### src/rtl/alu_pkg.sv
// Shared opcodes, FSM state type and flag bundle for the pipelined ALU.
package alu_pkg;

   localparam logic [3:0] OP_ADD  = 4'b0000;
   localparam logic [3:0] OP_SUB  = 4'b0001;
   localparam logic [3:0] OP_AND  = 4'b0011;
   localparam logic [3:0] OP_OR   = 4'b0100;
   localparam logic [3:0] OP_XOR  = 4'b0101;
   localparam logic [3:0] OP_SLT  = 4'b0110;
   localparam logic [3:0] OP_SEQ  = 4'b0111;
   localparam logic [3:0] OP_SLTU = 4'b1000;
   localparam logic [3:0] OP_SLL  = 4'b1001;
   localparam logic [3:0] OP_SRL  = 4'b1010;
   localparam logic [3:0] OP_SRA  = 4'b1011;
   localparam logic [3:0] OP_MUL  = 4'b1100;

   typedef enum logic [0:0] {
      StIdle,
      StMulRun
   } alu_state_e;

   typedef struct packed {
      logic zero;
      logic neg;
      logic carry;
      logic ovf;
      logic err;
   } alu_flags_t;

endpackage

### src/rtl/alu_pipe_if.sv
// Operand/opcode request channel and result/flag response channel of alu_pipe.
interface alu_pipe_if #(
   parameter int unsigned WIDTH = 8
);
   logic             in_valid;
   logic             in_ready;
   logic [3:0]       in_op;
   logic [WIDTH-1:0] in_a;
   logic [WIDTH-1:0] in_b;
   logic             out_valid;
   logic             out_ready;
   logic [WIDTH-1:0] out_result;
   logic             out_zero;
   logic             out_neg;
   logic             out_carry;
   logic             out_ovf;
   logic             out_err;
   logic             busy;

   // Source/consumer side
   modport master (
      output in_valid, in_op, in_a, in_b, out_ready,
      input  in_ready, out_valid, out_result, out_zero, out_neg, out_carry, out_ovf, out_err,
             busy
   );

   // ALU side
   modport slave (
      input  in_valid, in_op, in_a, in_b, out_ready,
      output in_ready, out_valid, out_result, out_zero, out_neg, out_carry, out_ovf, out_err,
             busy
   );
endinterface

### src/rtl/alu_mul_iter.sv
// Iterative shift-add multiplier: one partial product per step, WIDTH steps total.
// prod is combinational and includes the current step, so it is final while done is high.
module alu_mul_iter #(
   parameter int unsigned WIDTH = 8
) (
   input  logic               clk,
   input  logic               rst_n,
   input  logic               start,
   input  logic               step,
   input  logic [WIDTH-1:0]   a,
   input  logic [WIDTH-1:0]   b,
   output logic               done,
   output logic [2*WIDTH-1:0] prod
);
   localparam int unsigned CW = $clog2(WIDTH);

   logic [WIDTH-1:0]   mcand_q, mplier_q;
   logic [2*WIDTH-1:0] acc_q, partial;
   logic [CW-1:0]      cnt_q;

   // Partial product for the bit selected by the step counter
   always_comb begin
      partial = '0;
      if (mplier_q[cnt_q]) begin
         partial = {{WIDTH{1'b0}}, mcand_q} << cnt_q;
      end
      prod = acc_q + partial;
      done = (cnt_q == CW'(WIDTH - 1));
   end

   // Operand capture on start; accumulate and advance until the last step, then hold
   always_ff @(posedge clk or negedge rst_n) begin
      if (!rst_n) begin
         mcand_q  <= '0;
         mplier_q <= '0;
         acc_q    <= '0;
         cnt_q    <= '0;
      end else if (start) begin
         mcand_q  <= a;
         mplier_q <= b;
         acc_q    <= '0;
         cnt_q    <= '0;
      end else if (step && !done) begin
         acc_q <= prod;
         cnt_q <= cnt_q + 1'b1;
      end
   end
endmodule

### src/rtl/alu_pipe.sv
// Registered ALU with valid/ready on both sides; single-cycle ops at full rate,
// MUL iterates for WIDTH cycles and completes only when the output slot is free.
module alu_pipe
   import alu_pkg::*;
#(
   parameter int unsigned WIDTH  = 8,
   parameter int unsigned MUL_EN = 1
) (
   input logic        clk,
   input logic        rst_n,
   alu_pipe_if.slave  bus
);
   localparam int unsigned SHW = $clog2(WIDTH);

   alu_state_e         state_q, state_d;
   logic               valid_q, valid_d;
   logic [WIDTH-1:0]   res_q, res_d;
   alu_flags_t         flags_q, flags_d;

   logic [WIDTH-1:0]   a, b, xb, alu_res;
   logic [WIDTH:0]     sum;
   logic [SHW-1:0]     shamt;
   logic               sub, slt, is_mul;
   alu_flags_t         alu_flags, mul_flags;
   logic               slot_free, in_ready, mul_start, mul_step, mul_done;
   logic [2*WIDTH-1:0] mul_prod;

   // Opcode decode and single-cycle datapath
   always_comb begin
      a         = bus.in_a;
      b         = bus.in_b;
      shamt     = b[SHW-1:0];
      sub       = (bus.in_op == OP_SUB);
      xb        = b ^ {WIDTH{sub}};
      sum       = {1'b0, a} + {1'b0, xb} + {{WIDTH{1'b0}}, sub};
      slt       = (a[WIDTH-1] != b[WIDTH-1]) ? a[WIDTH-1] : (a < b);
      alu_res   = '0;
      alu_flags = '0;
      is_mul    = 1'b0;
      case (bus.in_op)
         OP_ADD, OP_SUB: begin
            alu_res         = sum[WIDTH-1:0];
            alu_flags.carry = sum[WIDTH];
            alu_flags.ovf   = (a[WIDTH-1] == xb[WIDTH-1]) && (sum[WIDTH-1] != a[WIDTH-1]);
         end
         OP_AND:  alu_res = a & b;
         OP_OR:   alu_res = a | b;
         OP_XOR:  alu_res = a ^ b;
         OP_SLT:  alu_res = {{(WIDTH-1){1'b0}}, slt};
         OP_SEQ:  alu_res = {{(WIDTH-1){1'b0}}, (a == b)};
         OP_SLTU: alu_res = {{(WIDTH-1){1'b0}}, (a < b)};
         OP_SLL:  alu_res = a << shamt;
         OP_SRL:  alu_res = a >> shamt;
         OP_SRA:  alu_res = $signed(a) >>> shamt;
         OP_MUL: begin
            if (MUL_EN != 0) begin
               is_mul = 1'b1;
            end else begin
               alu_flags.err = 1'b1;
            end
         end
         default: alu_flags.err = 1'b1;
      endcase
      alu_flags.zero = (alu_res == '0);
      alu_flags.neg  = alu_res[WIDTH-1];
   end

   // Flags for a finished multiply (carry marks a non-zero high half)
   always_comb begin
      mul_flags       = '0;
      mul_flags.carry = |mul_prod[2*WIDTH-1:WIDTH];
      mul_flags.zero  = (mul_prod[WIDTH-1:0] == '0);
      mul_flags.neg   = mul_prod[WIDTH-1];
   end

   if (MUL_EN != 0) begin : g_mul
      alu_mul_iter #(
         .WIDTH (WIDTH)
      ) u_mul (
         .clk   (clk),
         .rst_n (rst_n),
         .start (mul_start),
         .step  (mul_step),
         .a     (bus.in_a),
         .b     (bus.in_b),
         .done  (mul_done),
         .prod  (mul_prod)
      );
   end else begin : g_no_mul
      assign mul_done = 1'b0;
      assign mul_prod = '0;
   end

   assign slot_free = !valid_q || bus.out_ready;
   assign in_ready  = (state_q == StIdle) && slot_free;
   assign mul_step  = (state_q == StMulRun);

   // Next-state: accept/issue, MUL completion, output slot load/drain
   always_comb begin
      state_d   = state_q;
      valid_d   = valid_q && !bus.out_ready;
      res_d     = res_q;
      flags_d   = flags_q;
      mul_start = 1'b0;
      case (state_q)
         StIdle: begin
            if (bus.in_valid && in_ready) begin
               if (is_mul) begin
                  mul_start = 1'b1;
                  state_d   = StMulRun;
               end else begin
                  res_d   = alu_res;
                  flags_d = alu_flags;
                  valid_d = 1'b1;
               end
            end
         end
         StMulRun: begin
            if (mul_done && slot_free) begin
               res_d   = mul_prod[WIDTH-1:0];
               flags_d = mul_flags;
               valid_d = 1'b1;
               state_d = StIdle;
            end
         end
         default: state_d = StIdle;
      endcase
   end

   // State and output slot registers
   always_ff @(posedge clk or negedge rst_n) begin
      if (!rst_n) begin
         state_q <= StIdle;
         valid_q <= 1'b0;
         res_q   <= '0;
         flags_q <= '0;
      end else begin
         state_q <= state_d;
         valid_q <= valid_d;
         res_q   <= res_d;
         flags_q <= flags_d;
      end
   end

   assign bus.in_ready   = in_ready;
   assign bus.out_valid  = valid_q;
   assign bus.out_result = res_q;
   assign bus.out_zero   = flags_q.zero;
   assign bus.out_neg    = flags_q.neg;
   assign bus.out_carry  = flags_q.carry;
   assign bus.out_ovf    = flags_q.ovf;
   assign bus.out_err    = flags_q.err;
   assign bus.busy       = (state_q == StMulRun);
endmodule

### src/flat_wrapper.sv
// flat-port wrapper written by rule: the top's interface ports become plain ports
module alu_pipe_flat import alu_pkg::*;
#(
   parameter int unsigned WIDTH  = 8,
   parameter int unsigned MUL_EN = 1
)
  (clk, rst_n, bus_in_valid, bus_in_op, bus_in_a, bus_in_b, bus_out_ready, bus_in_ready, bus_out_valid, bus_out_result, bus_out_zero, bus_out_neg, bus_out_carry, bus_out_ovf, bus_out_err, bus_busy);
  alu_pipe_if #(.WIDTH(WIDTH)) bus_i ();
  input logic clk;
  input logic rst_n;
  input wire logic [$bits(bus_i.in_valid)-1:0] bus_in_valid;
  input wire logic [$bits(bus_i.in_op)-1:0] bus_in_op;
  input wire logic [$bits(bus_i.in_a)-1:0] bus_in_a;
  input wire logic [$bits(bus_i.in_b)-1:0] bus_in_b;
  input wire logic [$bits(bus_i.out_ready)-1:0] bus_out_ready;
  output wire logic [$bits(bus_i.in_ready)-1:0] bus_in_ready;
  output wire logic [$bits(bus_i.out_valid)-1:0] bus_out_valid;
  output wire logic [$bits(bus_i.out_result)-1:0] bus_out_result;
  output wire logic [$bits(bus_i.out_zero)-1:0] bus_out_zero;
  output wire logic [$bits(bus_i.out_neg)-1:0] bus_out_neg;
  output wire logic [$bits(bus_i.out_carry)-1:0] bus_out_carry;
  output wire logic [$bits(bus_i.out_ovf)-1:0] bus_out_ovf;
  output wire logic [$bits(bus_i.out_err)-1:0] bus_out_err;
  output wire logic [$bits(bus_i.busy)-1:0] bus_busy;
  assign bus_i.in_valid = bus_in_valid;
  assign bus_i.in_op = bus_in_op;
  assign bus_i.in_a = bus_in_a;
  assign bus_i.in_b = bus_in_b;
  assign bus_i.out_ready = bus_out_ready;
  assign bus_in_ready = bus_i.in_ready;
  assign bus_out_valid = bus_i.out_valid;
  assign bus_out_result = bus_i.out_result;
  assign bus_out_zero = bus_i.out_zero;
  assign bus_out_neg = bus_i.out_neg;
  assign bus_out_carry = bus_i.out_carry;
  assign bus_out_ovf = bus_i.out_ovf;
  assign bus_out_err = bus_i.out_err;
  assign bus_busy = bus_i.busy;
  alu_pipe #(.WIDTH(WIDTH), .MUL_EN(MUL_EN)) u_core (.clk(clk), .rst_n(rst_n), .bus(bus_i));
endmodule
### config.mk
export PLATFORM = sky130hd
export DESIGN_NAME = alu_pipe_flat
export DESIGN_NICKNAME = d
export VERILOG_FILES = /design/src/rtl/alu_pkg.sv /design/src/rtl/alu_pipe_if.sv /design/src/rtl/alu_mul_iter.sv /design/src/rtl/alu_pipe.sv /design/src/flat_wrapper.sv
export SDC_FILE = /design/constraint.sdc
export NUM_CORES = 1
export LEC_CHECK = 0
export ABC_CLOCK_PERIOD_IN_PS = 4150
export CAP_MARGIN = 40
export CORE_MARGIN = 8
export CORE_UTILIZATION = 40
export CTS_BUF_LIST = sky130_fd_sc_hd__clkbuf_4 sky130_fd_sc_hd__clkbuf_8
export DETAILED_ROUTE_END_ITERATION = 10
export PLACE_DENSITY = 0.67
export SLEW_MARGIN = 20
export SYNTH_ARGS = -nofsm -noshare
export SYNTH_HDL_FRONTEND = slang
export SYNTH_SLANG_ARGS = --single-unit
### constraint.sdc
create_clock -name clk -period 4.15 [get_ports clk]
set_input_delay 0.83 -clock clk [delete_from_list [all_inputs] [get_ports clk]]
set_output_delay 0.83 -clock clk [all_outputs]
set_load 0.01 [all_outputs]
==> results.txt, run 1 <==
routed vias: 4448
synth unique cells: 62
Via density: 5.75
post-CTS setup buffer count: 0
P per Cell Area: 475 mW/mm^2
Placement Cell Area: 0.00557 mm^2
commonest cells in the netlist: 58 x nand2_1, 54 x ha_1, 49 x dfrtp_1
total global routing overflow: 0
Max Slew Vio Count: 0
#FFs+latches synth: 49
measured slew at the worst slew-check pin: 676 ps
Post-Syn Area: 0.00495 mm^2
slowest stage delay, CP: 510 ps
Cell Chain, Critical Path: clkdlybuf4s50_1 -> inv_1 -> ha_1 -> nand3b_1 -> xnor2_1 -> inv_1 -> fa_1 -> nand2b_1 -> a21oi_1 -> a31oi_1 -> o21bai_1 -> a21oi_1 -> o21ai_0 -> mux2i_1 -> a31oi_1
Sink Count: 49
TritonCTS clock tree: built
Seq/Total Area, Yosys: 24.8%
Clock Skews: 11.8 ps
first-pass GRT wire length: 22.2 mm
crit-path max FO: 3
Syn Area/Cell: 8.63 um^2
Starting Density: 41.0%
critical path endpoint category: flop
Hold-fix buffers, CTS: 0
synth top area cells: dfrtp_1 25%, ha_1 14%, mux4_2 5.0%
cell taking the most area after synthesis: dfrtp_1
Num CTS Buffers: 5
final hold violation count: 0
Setup CP Type: input pin to flop
largest buffer count on any clock path: 2
root buf cell: clkbuf_8
most frequent cell after synthesis: nand2_1
final worst-path cycle share: 89.6%
initial antenna violation count: 0
hpwl dp: 10.5 mm
DR WL/cell: 17.3 um
gr usage total: 16.6%
Placer Congestion: 0.975
core area: 0.0121 mm^2
number of enable flip-flop cells after synthesis: 0
clock slew at reported path FFs: 90 ps
unrepaired setup endpoints after global routing: no
post-route cell area: 0.00565 mm^2
Synthesis Warnings: 0
largest net degree at the start of global routing: 32
Chip Width: 127 um
Startpoint Class: input pin
Post-Syn Instances: 574
Remaining DRCs: 0
number of routed nets with antenna violations: 0
Setup violations, final: 0
Synth Net Count: 654
Post-Route WL: 13.4 mm
share of cells above drive strength 1: 11.4%
number of global-route vias before repair: 4385
IO Port Bufs: 39
CP max stage cell: clkdlybuf4s50_1
ANT cells: 0
Fmax: 0.269 GHz
Max IR drop VDD: 194 uV
die height: 127 um
I/O pin total: 40
Synth top area share: 24.8%
Post-synth top flop: dfrtp_1
DR iter-0 viols: 410
Post-layout nets: 687
setup TNS: 0 ps
max_cap viols: 0
H-tree depth: 2
CTS resizes: 0
Rel. slew slack: 54.9%
Async S/R FF share, synth: 100%
worst hold path type: flop to flop
Critical R2R Launch: u_core.g_mul.u_mul.cnt_q[0]$_DFFE_PN0P_
Critical path origin: bus_in_op[2]
Initial DRT Pass Iterations: 5
Worst Path Required: 4370 ps
Worst Hold Launch: u_core.bus.out_result[1]$_DFFE_PN0P_
outcome: finished clean
P&R area growth vs syn: 14.2%
Pleak: 2.54 nW
# rows: 40
Tmin final: 3720 ps
crit path DAT: 3940 ps
Die Footprint: 0.0162 mm^2
worst skew pair latency: 300 ps
[state kept, by name (all words and copies together), names as in the netlist]
register,count
u_core.bus.out_valid,1
u_core.bus.out_result,7
u_core.bus.out_ovf,1
u_core.bus.out_carry,1
u_core.g_mul.u_mul.cnt_q,3
u_core.g_mul.u_mul.mcand_q,8
u_core.bus.busy,1
u_core.bus.out_zero,1
u_core.bus.out_neg,1
u_core.bus.out_err,1
u_core.g_mul.u_mul.acc_q,16
u_core.g_mul.u_mul.mplier_q,8
[critical path: cells and delay by family]
family / cells / cell delay, ps
and+or+nand+nor: 2 / 350
buffers and inverters: 3 / 680
xor gates and xnor gates: 1 / 180
muxes: 1 / 160
AOI/OAI and AO/OA: 6 / 1100
adders and majority gates: 2 / 630
[per-stage QoR]
stage	cells	util (%)	total power [mW]	worst slack [ps]	hold WS [ps]
6_report	774	46.9	2.69	431	484
5_1_grt	774	46.9	2.94	185	506
4_1_cts	773	46.8	2.68	466	490
3_5_place_dp	767	46.1	2.41	172	470
3_3_place_gp	766	45.9	2.36	235	461
2_1_floorplan	574	-	1.91	602	456
[power breakdown]
group          leakage [nW]  switching [mW]  internal [mW]
sequential            0.630           0.154          0.672
combinational          1.87           0.889          0.707
clock                0.0399           0.154          0.111
total                  2.54            1.20           1.49
[layout make-up]
| class | count | area, um^2 |
|---|---|---|
| repair buffers | 63 | 593 |
| clock buffers | 5 | 68.8 |
| flip-flops and latches | 49 | 1230 |
| well taps | 168 | 210 |
| inverters | 31 | 116 |
| clock inverters | 1 | 5.00 |
| multi-input cells | 457 | 3430 |
| fillers | 1155 | 6410 |
[per-layer routing]
metal  GRT usage, %  part of all wire (%)  up-vias
li1               -                     -     2141
met3           3.58                   7.7       13
met2           26.7                    46      149
met5              0                     0        -
met4           3.92                   1.1        0
met1           22.4                    45     2145
[kinds of logic after synthesis]
kind of cell | after synthesis | share of synthesized area, %
and+or+nand+nor | 173 | 16.7
AOI/OAI and AO/OA | 156 | 20.8
buffers and inverters | 68 | 5.86
adders and majority gates | 56 | 14.5
DFF | 49 | 24.8
muxes | 45 | 12.7
xor gates and xnor gates | 27 | 4.78
[layout by cell type, fill, tap and decap left out, types with 8 or more instances in the layout]
| cell | count |
|---|---|
| nand2_1 | 58 |
| ha_1 | 54 |
| dfrtp_1 | 49 |
| nor2_1 | 48 |
| o21ai_0 | 42 |
| clkdlybuf4s50_1 | 38 |
| a21oi_1 | 32 |
| inv_1 | 31 |
| buf_4 | 22 |
| mux2_2 | 20 |
| xnor2_1 | 15 |
| mux2i_1 | 13 |
| xor2_1 | 12 |
| mux4_2 | 11 |
| nor3_1 | 11 |
| nor2b_1 | 11 |
| nand2b_1 | 10 |
| o22ai_1 | 10 |
| a211oi_1 | 9 |
| a21o_1 | 8 |
[path summary, 6_finish.rpt]
check                           slack (ps)  depth (start not counted)                                   endpoint
worst max register to register         520                         13           u_core.bus.out_carry$_DFFE_PN0P_
worst min register to register         480                          2       u_core.bus.out_result[1]$_DFFE_PN0P_
worst max-delay path                   430                         15           u_core.bus.out_carry$_DFFE_PN0P_
max in group asynchronous             3070                          2  u_core.g_mul.u_mul.mcand_q[5]$_DFFE_PN0P_
worst min-delay path                   480                          2       u_core.bus.out_result[1]$_DFFE_PN0P_
min in group asynchronous              530                          1    u_core.g_mul.u_mul.acc_q[3]$_DFFE_PN0P_
Power figures use the tool's default switching activity.
==> inputs of run 2 (changes only) <==
Settings changed: CORE_UTILIZATION 40 to 60, PLACE_DENSITY 0.67 to 0.91.
==> results.txt, run 2 (synthesized netlist as in run 1, its figures left out) <==
outcome: finished clean
final hold violation count: 0
critical path endpoint category: flop
commonest non-fill, non-tap cell in the layout: nand2_1
worst skew pair latency: 310 ps
Most flops, register: u_core.g_mul.u_mul.acc_q
DR iter-0 viols: 387
ANT cells: 0
core area: 0.00809 mm^2
Sink Count: 49
Initial DRT Pass Iterations: 6
DR WL/cell: 18.8 um
Top Registers: u_core.g_mul.u_mul.acc_q: 16 flops, u_core.g_mul.u_mul.mcand_q: 8 flops, u_core.g_mul.u_mul.mplier_q: 8 flops
fillcell total: 675
Pleak: 2.52 nW
Post-layout nets: 683
fin util: 68.6%
gr usage total: 23.6%
measured slew at the worst slew-check pin: 713 ps
hpwl dp: 10.3 mm
Fmax: 0.270 GHz
Setup violations, final: 0
Remaining DRCs: 0
crit path DAT: 3940 ps
H-tree depth: 2
Rel. slew slack: 52.3%
Die Footprint: 0.0114 mm^2
Post-Route WL: 13.4 mm
PnR Total Power: 2.73 mW
Via density: 6.39
CTS resizes: 0
final worst-path cycle share: 89.2%
routed vias: 4530
setup TNS: 0 ps
Num CTS Buffers: 5
largest buffer count on any clock path: 2
R2R depth: 15
commonest cells after routing, fill and taps aside: 58 x nand2_1, 54 x ha_1, 49 x dfrtp_1
Tmin final: 3700 ps
largest net degree at the start of global routing: 33
clock slew at reported path FFs: 90 ps
post-CTS setup buffer count: 0
Hold-fix buffers, CTS: 0
first-pass GRT wire length: 22.2 mm
worst hold path type: input pin to async pin
Largest register FFs: 16
Chip Width: 107 um
Max IR drop VDD: 266 uV
unrepaired setup endpoints after global routing: no
Worst Path Required: 4380 ps
Starting Density: 61.2%
I/O pin total: 40
die height: 107 um
P per Cell Area: 492 mW/mm^2
Setup CP Type: input pin to flop
# rows: 33
Placer Congestion: 0.958
P&R area growth vs syn: 12.1%
TritonCTS clock tree: built
max_cap viols: 0
number of routed nets with antenna violations: 0
Max Slew Vio Count: 0
share of cells above drive strength 1: 11.1%
IO Port Bufs: 39
crit-path max FO: 4
Startpoint Class: input pin
Clock Skews: 8.08 ps
total global routing overflow: 0
initial antenna violation count: 0
number of global-route vias before repair: 4478
root buf cell: clkbuf_8
-- run 2: per-layer routing --
metal | part of all wire [%] | track usage (%) | wire [um] | up-vias
li1 | - | - | - | 2124
met1 | 43 | 31.1 | 5790 | 2162
met2 | 46 | 38.4 | 6160 | 222
met3 | 8.8 | 4.44 | 1180 | 22
met4 | 1.8 | 7.54 | 238 | 0
met5 | 0 | 0 | 0 | -
-- run 2: layout make-up --
class / count / area (um^2) / share of cell area (%)
Sequential cell: 49 / 1230 / 22.1
Clock buffer: 5 / 68.8 / 1.24
Inverter: 31 / 116 / 2.10
Clock inverter: 3 / 21.3 / 0.383
Tap cell: 105 / 131 / 2.37
Multi-Input combinational cell: 457 / 3430 / 61.9
Timing Repair Buffer: 59 / 552 / 9.94
-- run 2: per-stage QoR --
| stage | hold slack [ps] | std cells | worst slack (ps) | area (um^2) |
|---|---|---|---|---|
| 5_1_grt | 475 | 709 | 226 | 5550 |
| 3_3_place_gp | 461 | 699 | 365 | 5430 |
| 4_1_cts | 455 | 708 | 467 | 5540 |
| 6_report | 446 | 709 | 447 | 5550 |
| 2_1_floorplan | 456 | 574 | 602 | 4950 |
| 3_5_place_dp | 470 | 700 | 164 | 5450 |
-- run 2: path summary, 6_finish.rpt --
kind / from / end / slack, ps
setup / recovery: bus_in_op[2] / u_core.bus.out_carry$_DFFE_PN0P_ / 450
hold / removal: rst_n / u_core.bus.out_valid$_DFF_PN0_ / 450
setup reg to reg: u_core.g_mul.u_mul.cnt_q[0]$_DFFE_PN0P_ / u_core.bus.out_carry$_DFFE_PN0P_ / 600
hold reg to reg: u_core.bus.out_result[1]$_DFFE_PN0P_ / u_core.bus.out_result[1]$_DFFE_PN0P_ / 490
max in group asynchronous: rst_n / u_core.g_mul.u_mul.mcand_q[0]$_DFFE_PN0P_ / 3200
min in group clk: u_core.bus.out_result[1]$_DFFE_PN0P_ / u_core.bus.out_result[1]$_DFFE_PN0P_ / 490
-- run 2: power breakdown --
| part | leakage [nW] | total, mW | internal (mW) | switching [mW] |
|---|---|---|---|---|
| Sequential | 0.630 | 0.837 | 0.671 | 0.166 |
| Clock | 0.0445 | 0.295 | 0.120 | 0.175 |
| Combinational | 1.85 | 1.60 | 0.701 | 0.899 |
| Total | 2.52 | 2.73 | 1.49 | 1.24 |
-- run 2: worst max-delay path: stages --
cell and delay, ps:
clkdlybuf4s50_1 460, inv_1 110, ha_1 180, nand3b_1 220
xnor2_1 270, inv_1 90, fa_1 430, nand2b_1 180
a21oi_1 250, a31oi_1 180, o21bai_1 150, a21oi_1 70
o21ai_0 230, mux2i_1 120, a31oi_1 150
